### config.mk
export PLATFORM = sky130hd
export DESIGN_NAME = fetch_controller
export DESIGN_NICKNAME = d
export VERILOG_FILES = /design/src/rtl/fetch_pkg.sv /design/src/rtl/fetch_queue.sv /design/src/rtl/fetch_controller.sv
export SDC_FILE = /design/constraint.sdc
export NUM_CORES = 1
export LEC_CHECK = 0
export BUFFER_PORTS_ARGS = -buffer_cell sky130_fd_sc_hd__buf_4
export CORE_MARGIN = 2
export CORE_UTILIZATION = 48
export DETAILED_ROUTE_END_ITERATION = 8
export GPL_ROUTABILITY_DRIVEN = 0
export MAX_ROUTING_LAYER = met4
export PLACE_DENSITY = 0.76
export SLEW_MARGIN = 20
export SYNTH_ARGS = -nofsm -noshare
export SYNTH_HDL_FRONTEND = slang
export SYNTH_SLANG_ARGS = --single-unit
### constraint.sdc
create_clock -name clk -period 8 [get_ports clk]
set_clock_uncertainty 0.2 [all_clocks]
set_input_delay 1.2 -clock clk [delete_from_list [all_inputs] [get_ports clk]]
set_output_delay 1.2 -clock clk [all_outputs]
set_load 0.05 [all_outputs]
### src/rtl/fetch_pkg.sv
// Shared types and constants for the instruction fetch block.
package fetch_pkg;

    localparam int XLEN = 32;
    localparam logic [XLEN-1:0] RESET_PC = '0;
    localparam logic [XLEN-1:0] PC_STEP  = XLEN'(4);

    typedef enum logic [1:0] {
        FETCH  = 2'd0,
        STALL  = 2'd1,
        HALTED = 2'd2
    } fetch_state_t;

    typedef struct packed {
        logic [XLEN-1:0] pc;
        logic [XLEN-1:0] instr;
    } fetch_entry_t;

endpackage

### src/rtl/fetch_queue.sv
// In-order FIFO of {pc, instr} pairs between fetch and decode.
// Flush wins over push/pop in the same cycle.
module fetch_queue
    import fetch_pkg::*;
#(
    parameter int DEPTH = 2
) (
    input  logic         clk,
    input  logic         reset,
    input  logic         push,
    input  fetch_entry_t push_entry,
    input  logic         pop,
    input  logic         flush,
    output fetch_entry_t head,
    output logic         full,
    output logic         empty
);

    localparam int PW = (DEPTH > 1) ? $clog2(DEPTH) : 1;
    localparam int CW = $clog2(DEPTH) + 1;

    fetch_entry_t          mem_q [DEPTH];
    fetch_entry_t          mem_d [DEPTH];
    logic [PW-1:0]         wr_ptr_q, wr_ptr_d;
    logic [PW-1:0]         rd_ptr_q, rd_ptr_d;
    logic [CW-1:0]         count_q, count_d;

    assign full  = (count_q == CW'(DEPTH));
    assign empty = (count_q == '0);
    assign head  = mem_q[rd_ptr_q];

    // Next pointer/occupancy/storage values; pointers wrap naturally (power-of-two depth).
    always_comb begin
        mem_d    = mem_q;
        wr_ptr_d = wr_ptr_q;
        rd_ptr_d = rd_ptr_q;
        count_d  = count_q;
        if (flush) begin
            wr_ptr_d = '0;
            rd_ptr_d = '0;
            count_d  = '0;
        end else begin
            if (push) begin
                mem_d[wr_ptr_q] = push_entry;
                wr_ptr_d        = wr_ptr_q + PW'(1);
            end
            if (pop) begin
                rd_ptr_d = rd_ptr_q + PW'(1);
            end
            count_d = count_q + CW'(push) - CW'(pop);
        end
    end

    // Pointer and occupancy registers.
    always_ff @(posedge clk) begin
        if (reset) begin
            wr_ptr_q <= '0;
            rd_ptr_q <= '0;
            count_q  <= '0;
        end else begin
            wr_ptr_q <= wr_ptr_d;
            rd_ptr_q <= rd_ptr_d;
            count_q  <= count_d;
        end
    end

    // Entry storage; contents are only meaningful while counted as occupied.
    always_ff @(posedge clk) begin
        mem_q <= mem_d;
    end

endmodule

### src/rtl/fetch_controller.sv
// Fetch stage: owns the PC, drives the instruction memory and feeds decode
// through a small queue with valid/ready, redirect flush and halt.
//
// state  | meaning
// FETCH  | issuing fetches
// STALL  | queue full and decode did not take the head
// HALTED | halt high, no fetches issued
module fetch_controller #(
    parameter int                       XLEN     = fetch_pkg::XLEN,
    parameter logic [XLEN-1:0]          RESET_PC = fetch_pkg::RESET_PC,
    parameter int                       QDEPTH   = 2
) (
    input  logic            clk,
    input  logic            reset,
    output logic [XLEN-1:0] imem_addr,
    input  logic [XLEN-1:0] imem_data,
    input  logic            redirect_valid,
    input  logic [XLEN-1:0] redirect_pc,
    input  logic            halt,
    output logic            if_valid,
    output logic [XLEN-1:0] if_instr,
    output logic [XLEN-1:0] if_pc,
    input  logic            if_ready,
    output logic [XLEN-1:0] fetch_count
);

    import fetch_pkg::*;

    fetch_state_t    state_q, state_d;
    logic [XLEN-1:0] pc_q, pc_d;
    logic [XLEN-1:0] count_q, count_d;
    fetch_entry_t    hold_q, hold_d;

    fetch_entry_t    q_head;
    fetch_entry_t    q_push_entry;
    logic            q_full;
    logic            q_empty;
    logic            deq;
    logic            push;

    assign imem_addr    = pc_q;
    assign fetch_count  = count_q;
    assign q_push_entry = '{pc: pc_q, instr: imem_data};

    // Decode sees the queue head; while empty it keeps seeing the last head shown.
    assign if_valid = !q_empty;
    assign if_pc    = q_empty ? hold_q.pc    : q_head.pc;
    assign if_instr = q_empty ? hold_q.instr : q_head.instr;

    fetch_queue #(
        .DEPTH (QDEPTH)
    ) u_queue (
        .clk        (clk),
        .reset      (reset),
        .push       (push),
        .push_entry (q_push_entry),
        .pop        (deq),
        .flush      (redirect_valid),
        .head       (q_head),
        .full       (q_full),
        .empty      (q_empty)
    );

    // Handshake, next state, PC and counter updates.
    always_comb begin
        deq     = !q_empty && if_ready;
        push    = !redirect_valid && !halt && (!q_full || deq);
        state_d = FETCH;
        pc_d    = pc_q;
        count_d = count_q;
        hold_d  = q_empty ? hold_q : q_head;

        if (redirect_valid) begin
            state_d = halt ? HALTED : FETCH;
        end else if (halt) begin
            state_d = HALTED;
        end else if (q_full && !deq) begin
            state_d = STALL;
        end

        if (redirect_valid) begin
            pc_d = {redirect_pc[XLEN-1:2], 2'b00};
        end else if (push) begin
            pc_d = pc_q + XLEN'(PC_STEP);
        end

        if (push) begin
            count_d = count_q + XLEN'(1);
        end
    end

    // Stage registers.
    always_ff @(posedge clk) begin
        if (reset) begin
            state_q <= FETCH;
            pc_q    <= RESET_PC;
            count_q <= '0;
            hold_q  <= '0;
        end else begin
            state_q <= state_d;
            pc_q    <= pc_d;
            count_q <= count_d;
            hold_q  <= hold_d;
        end
    end

endmodule
Yosys cells after proc, flatten, opt, wreduce, memory -nomap -nowiden
Index checks and enable logic that the tools add are counted.
{"block": "totals", "reg_bits": 260, "inputBits": 69, "out_inout_bits": 129, "word_cells": 48}
{"block": "classes", "addsub": 6, "magnitude_cmp": 3, "eq_ne": 1, "muxes": 10, "n_bitwise": 3, "n_reduce_logical": 13}
{"op": "$mux 64", "count": 4}
{"op": "$bwmux 128", "count": 1}
{"op": "$mux 32", "count": 4}
{"op": "$demux 64 s1", "count": 1}
{"op": "$add 32x1->32 const B", "count": 1}
{"op": "$add 32x3->32 const B", "count": 1}
{"op": "$ge 2x2->1 const B", "count": 2}
{"op": "$logic_and 1x1->1", "count": 4}
{"op": "$logic_not 1->1", "count": 4}
{"op": "$not 1->2", "count": 2}
{"op": "$add 1x1->1 const B", "count": 2}
{"op": "$add 2x1->2", "count": 1}
{"op": "$eq 2x2->1 const B", "count": 1}
{"op": "$logic_not 2->1", "count": 1}
{"op": "$lt 2x1->1 const B", "count": 1}
{"op": "$reduce_and 2->1", "count": 1}
{"op": "$reduce_bool 2->1", "count": 1}
{"op": "$reduce_or 2->1", "count": 1}
{"op": "$sub 2x1->2", "count": 1}
{"op": "$logic_or 1x1->1", "count": 1}
{"op": "$not 1->1", "count": 1}

Depth between registers and ports, before layout
{"block": "depth", "word_depth": 7, "depth_mapped": 10, "depth_no_buf": 9}

Modules after synthesis
Synthesis repeated with hierarchy kept, for this count alone.
{"block": "hier_totals", "hier_cells": 825, "area_unflattened_um2": 10875.4}
{"module": "fetch_controller", "instances": 1, "cells_each": 607, "area_per_inst_um2": 5828.1, "seq_area_each_um2": 2522.4}
{"module": "fetch_queue", "instances": 1, "cells_each": 218, "area_per_inst_um2": 5047.3, "seq_area_each_um2": 3923.8}

Worst setup path after synthesis
OpenSTA, ideal clock, no wires.
{"block": "synth_timing", "kind": "input -> register", "from": "input port redirect_valid", "to": "register u_queue.mem_q[100] in the netlist's numbering, enable pin", "setup_time_ps": 558, "arrival_ps": 6043, "required_time_ps": 7242, "setup_slack_ps": 1199, "stages": 4, "n_path_buf": 3, "path_cell_list": "buf_2 > clkbuf_1 > clkbuf_1 > nor3_1"}
{"block": "synth_between", "elab_chain_cells": 4, "elab_cells_between_ends": 5, "cone_classes": "bitwise (1); reduce/logical (4)"}
{"element": "from (decl)", "line": "fetch_controller.sv:17", "text": "input logic redirect_valid,"}
{"element": "$logic_not 1->1", "line": "fetch_controller.sv:67", "text": "push = !redirect_valid && !halt && (!q_full || deq);"}
{"element": "$logic_and 1x1->1 (2 in a row)", "line": "fetch_controller.sv:67"}
{"element": "$reduce_and 2->1 (no source line) (*)"}
{"element": "to (signal assigned)", "line": "fetch_queue.sv:69", "text": "mem_q <= mem_d;"}
{"element": "to (decl)", "line": "fetch_queue.sv:22", "text": "fetch_entry_t mem_q [DEPTH];"}
Every way passes the cells marked *; elsewhere a longest branch is shown, timed or not.
A chain may end at the register's enable or synchronous reset.

Worst setup path after layout
{"block": "layout_timing", "from": "register u_queue.rd_ptr_q", "to": "output port if_pc[29]"}
{"block": "layout_between", "elab_chain_cells": 5}
{"element": "from (decl)", "line": "fetch_queue.sv:25", "text": "logic [PW-1:0] rd_ptr_q, rd_ptr_d;"}
{"element": "from (signal assigned)", "line": "fetch_queue.sv:62", "text": "rd_ptr_q <= rd_ptr_d;"}
{"element": "$not 1->2 (implied by the code)", "line": "fetch_queue.sv:30", "text": "assign head = mem_q[rd_ptr_q];"}
{"element": "$mux 64 (implied by the code) (3 in a row)", "line": "fetch_queue.sv:30"}
{"element": "$mux 32", "line": "fetch_controller.sv:47", "text": "assign if_pc = q_empty ? hold_q.pc : q_head.pc;"}
{"element": "to (decl)", "line": "fetch_controller.sv:22", "text": "output logic [XLEN-1:0] if_pc,"}
No other way between the ends. The select of a mux whose other input is x is not followed.

==> reports/qor.yml <==
status:
  status: "complete, no violations"
finish:
  num-fill-cells: 1704
  drive_gt1_share_pct: 24.1
  area_growth_pct: 24.4
  multi_input_area_um2: 3650
  regArea_um2: 6290
  fin_nets: 1137
routing:
  drt_iter0_drc: 291
  via_count: 6962
  drc_errors: 0
  via_per_inst: 5.10
  drt_pre_antenna_iters: 4
  wl_um: 22700
  wl_per_cell_um: 16.6
  antenna_left: 0
logic_synthesis:
  synth-seq-cells: 252
  synth-async-reset-ratio_pct: 0
  synth-edff-count: 124
  syn_area_per_cell_um2: 11.6
  syn_area_um2: 10300
  synth_ff_type: "dfxtp_1"
  synth_area_leader_cell: "edfxtp_1"
  yosys_warnings: 0
  ys_top_cells_by_area: "edfxtp_1 36%, dfxtp_1 25%, mux2i_1 6.3%, nor2b_1 4.2%, o21ai_0 3.4%"
  synth.distinct_cells: 50
  synth.most_common_cell: "dfxtp_1"
  syn_inst: 888
  yosysSeqAreaShare_pct: 61.3
  synth_common_cells: "128 x dfxtp_1, 124 x edfxtp_1, 89 x nand2_1"
  synth_top_area_share_pct: 36.3
clock_network:
  cts_setup_buffers: 0
  clk_pin_slew_worst_paths_ns: 0.06
  cts_hold_buf: 0
  htree_levels: 1
  cts.sinks: 252
  max-clock-path-buffers: 3
  insertion_delay_ns: 0.53
  cts-buffers-inserted: 28
  cts_tree: "built"
  root_buffer: "clkbuf_16"
  cts-resized-gates: 0
timing:
  setup_viol: 0
  fin_setup_tns_ns: 0
  min_period_ns: 4.13
  fin_ws_ns: 3.87
  fmax_ghz: 0.242
  hold_viol: 0
  fin_hold_ws_ns: 0.287
  final_max_slew_viol_count: 0
  slew-limit-headroom_pct: 37.7
  post-route-period-util_pct: 51.6
  tightest_slew_ns: 0.934
  rsz0062_at_grt: "no"
setup_path:
  cp_top_family: "buffers and inverters"
  reg2reg_slack_ns: 5.43
  required_ns: 6.60
  cpPeakStageDelay_ns: 0.69
  r2r_start: "u_queue.count_q[1]"
  cpMostUsedCell: "buf_4"
  cp-end-kind: "output pin"
  path_class: "flip-flop to output pin"
  r2r-end: "u_queue.mem_q[25]"
  cp-start-kind: "flip-flop"
  reg2reg_depth: 4
  path_max_fanout: 38
  cp_slowest_cell: "buf_4"
  cp_cell_sequence: "buf_4 -> mux2i_1 -> o21ai_0 -> buf_4"
  path_buf_inv: 2
  worst_ep_arrival_time_ns: 2.73
placement:
  place.detailed.hpwl_um: 14400
  io_buffer_count: 191
  preCtsSetupSlack_ns: 4.08
grt:
  antenna_found_initial: 3
  grt.overflow.total: 0
  grt_pass1_vias: 6782
  grt_pass1_wl_um: 35500
  grt.total_usage_pct: 20.4
  grt_max_degree: 73
worst_hold_path:
  min_to: "fetch_count[31]"
  hold-path-cell-count: 2
  worst_hold_startpoint: "fetch_count[31]"
  hp-class: "flip-flop to flip-flop"
die:
  die_h_um: 150
  rows: 53
  dieArea_um2: 22600
  initial_utilization_pct: 48.8
  core_area_um2: 21000
  fp.dieW_um: 150
  io_pins: 198
power:
  power_leakage_nw: 4.87
  vdd_drop_max_v: 0.000186
  power.density_nw_per_um2: 237
flow_run:
  cap_violations: 0
per-layer routing:
metal	vias up	share of wire (%)	track usage, %
li1	3461	-	-
met1	3290	44	25.0
met2	161	48	33.9
met3	50	5.6	4.85
met4	0	2.8	5.85
met5	-	0	-
state kept, by name, summed over array words and instances (netlist names):
signal	cells
hold_q	62
u_queue.rd_ptr_q	1
fetch_count	32
u_queue.wr_ptr_q	1
u_queue.count_q	2
u_queue.mem_q	124
imem_addr	30
cell type report:
class                   instances  share of cell area [%]
clock inverters                10                   0.608
flip-flops and latches        252                    49.3
inverters                      26                   0.765
well taps                     275                    2.70
clock buffers                  42                    6.22
diodes                          3                  0.0588
multi-input cells             558                    28.6
repair buffers                198                    11.8
worst max-delay path by stage:
stage	from	end	slack, ns	cells past startpoint
3_5_place_dp	u_queue.count_q[1]	if_pc[29]	4.08	4
3_3_place_gp	u_queue.count_q[1]	if_pc[29]	4.10	4
4_1_cts	u_queue.count_q[1]	if_pc[29]	3.50	4
5_1_grt	u_queue.rd_ptr_q	if_pc[29]	3.74	4
2_1_floorplan	redirect_valid	u_queue.mem_q[100]	1.20	4
6_report	u_queue.rd_ptr_q	if_pc[29]	3.87	4
cells by family (layout without fill, tap and decap cells):
family / Yosys count / in the layout / synth area share (%)
muxes: 66 / 66 / 6.45
adders and majority gates: 4 / 4 / 0.488
buffers and inverters: 81 / 276 / 3.43
xor gates and xnor gates: 54 / 54 / 4.61
DFF: 252 / 252 / 61.3
and+or+nand+nor: 305 / 305 / 16.9
AOI/OAI and AO/OA: 125 / 125 / 6.76
other: 1 / 7 / 0.0366
stage by stage:
step	total power [mW]	std cells	utilization [%]	cell area (µm²)
floorplan	1.72	891	-	10300
global placement	1.84	1308	56.4	11900
detailed placement	1.85	1308	56.4	11900
CTS	3.06	1360	60.6	12700
global route	3.14	1364	60.7	12800
finish	3.03	1364	60.7	12800
worst min-delay path, cell delays in order (launching register included):
cell     delay, ns
dfxtp_1       0.32
o31ai_1       0.06
a21oi_1       0.06
power breakdown:
group          switching, mW  internal (mW)
sequential            0.0321           1.41
clock                  0.493          0.717
combinational          0.259          0.121
cell usage in the layout (no fill, tap or decap), types with 10 or more instances in the layout:
cell type	instances
a21oi_1	29
and2_1	10
buf_4	197
clkbuf_1	11
clkbuf_16	29
dfxtp_1	127
edfxtp_1	124
inv_1	26
mux2i_1	65
nand2_1	89
nand3_1	16
nand4_1	19
nor2_1	40
nor2b_1	69
o21a_1	18
o21ai_0	70
xnor2_1	21
xor2_1	33
(Power assumes the default switching activity.)
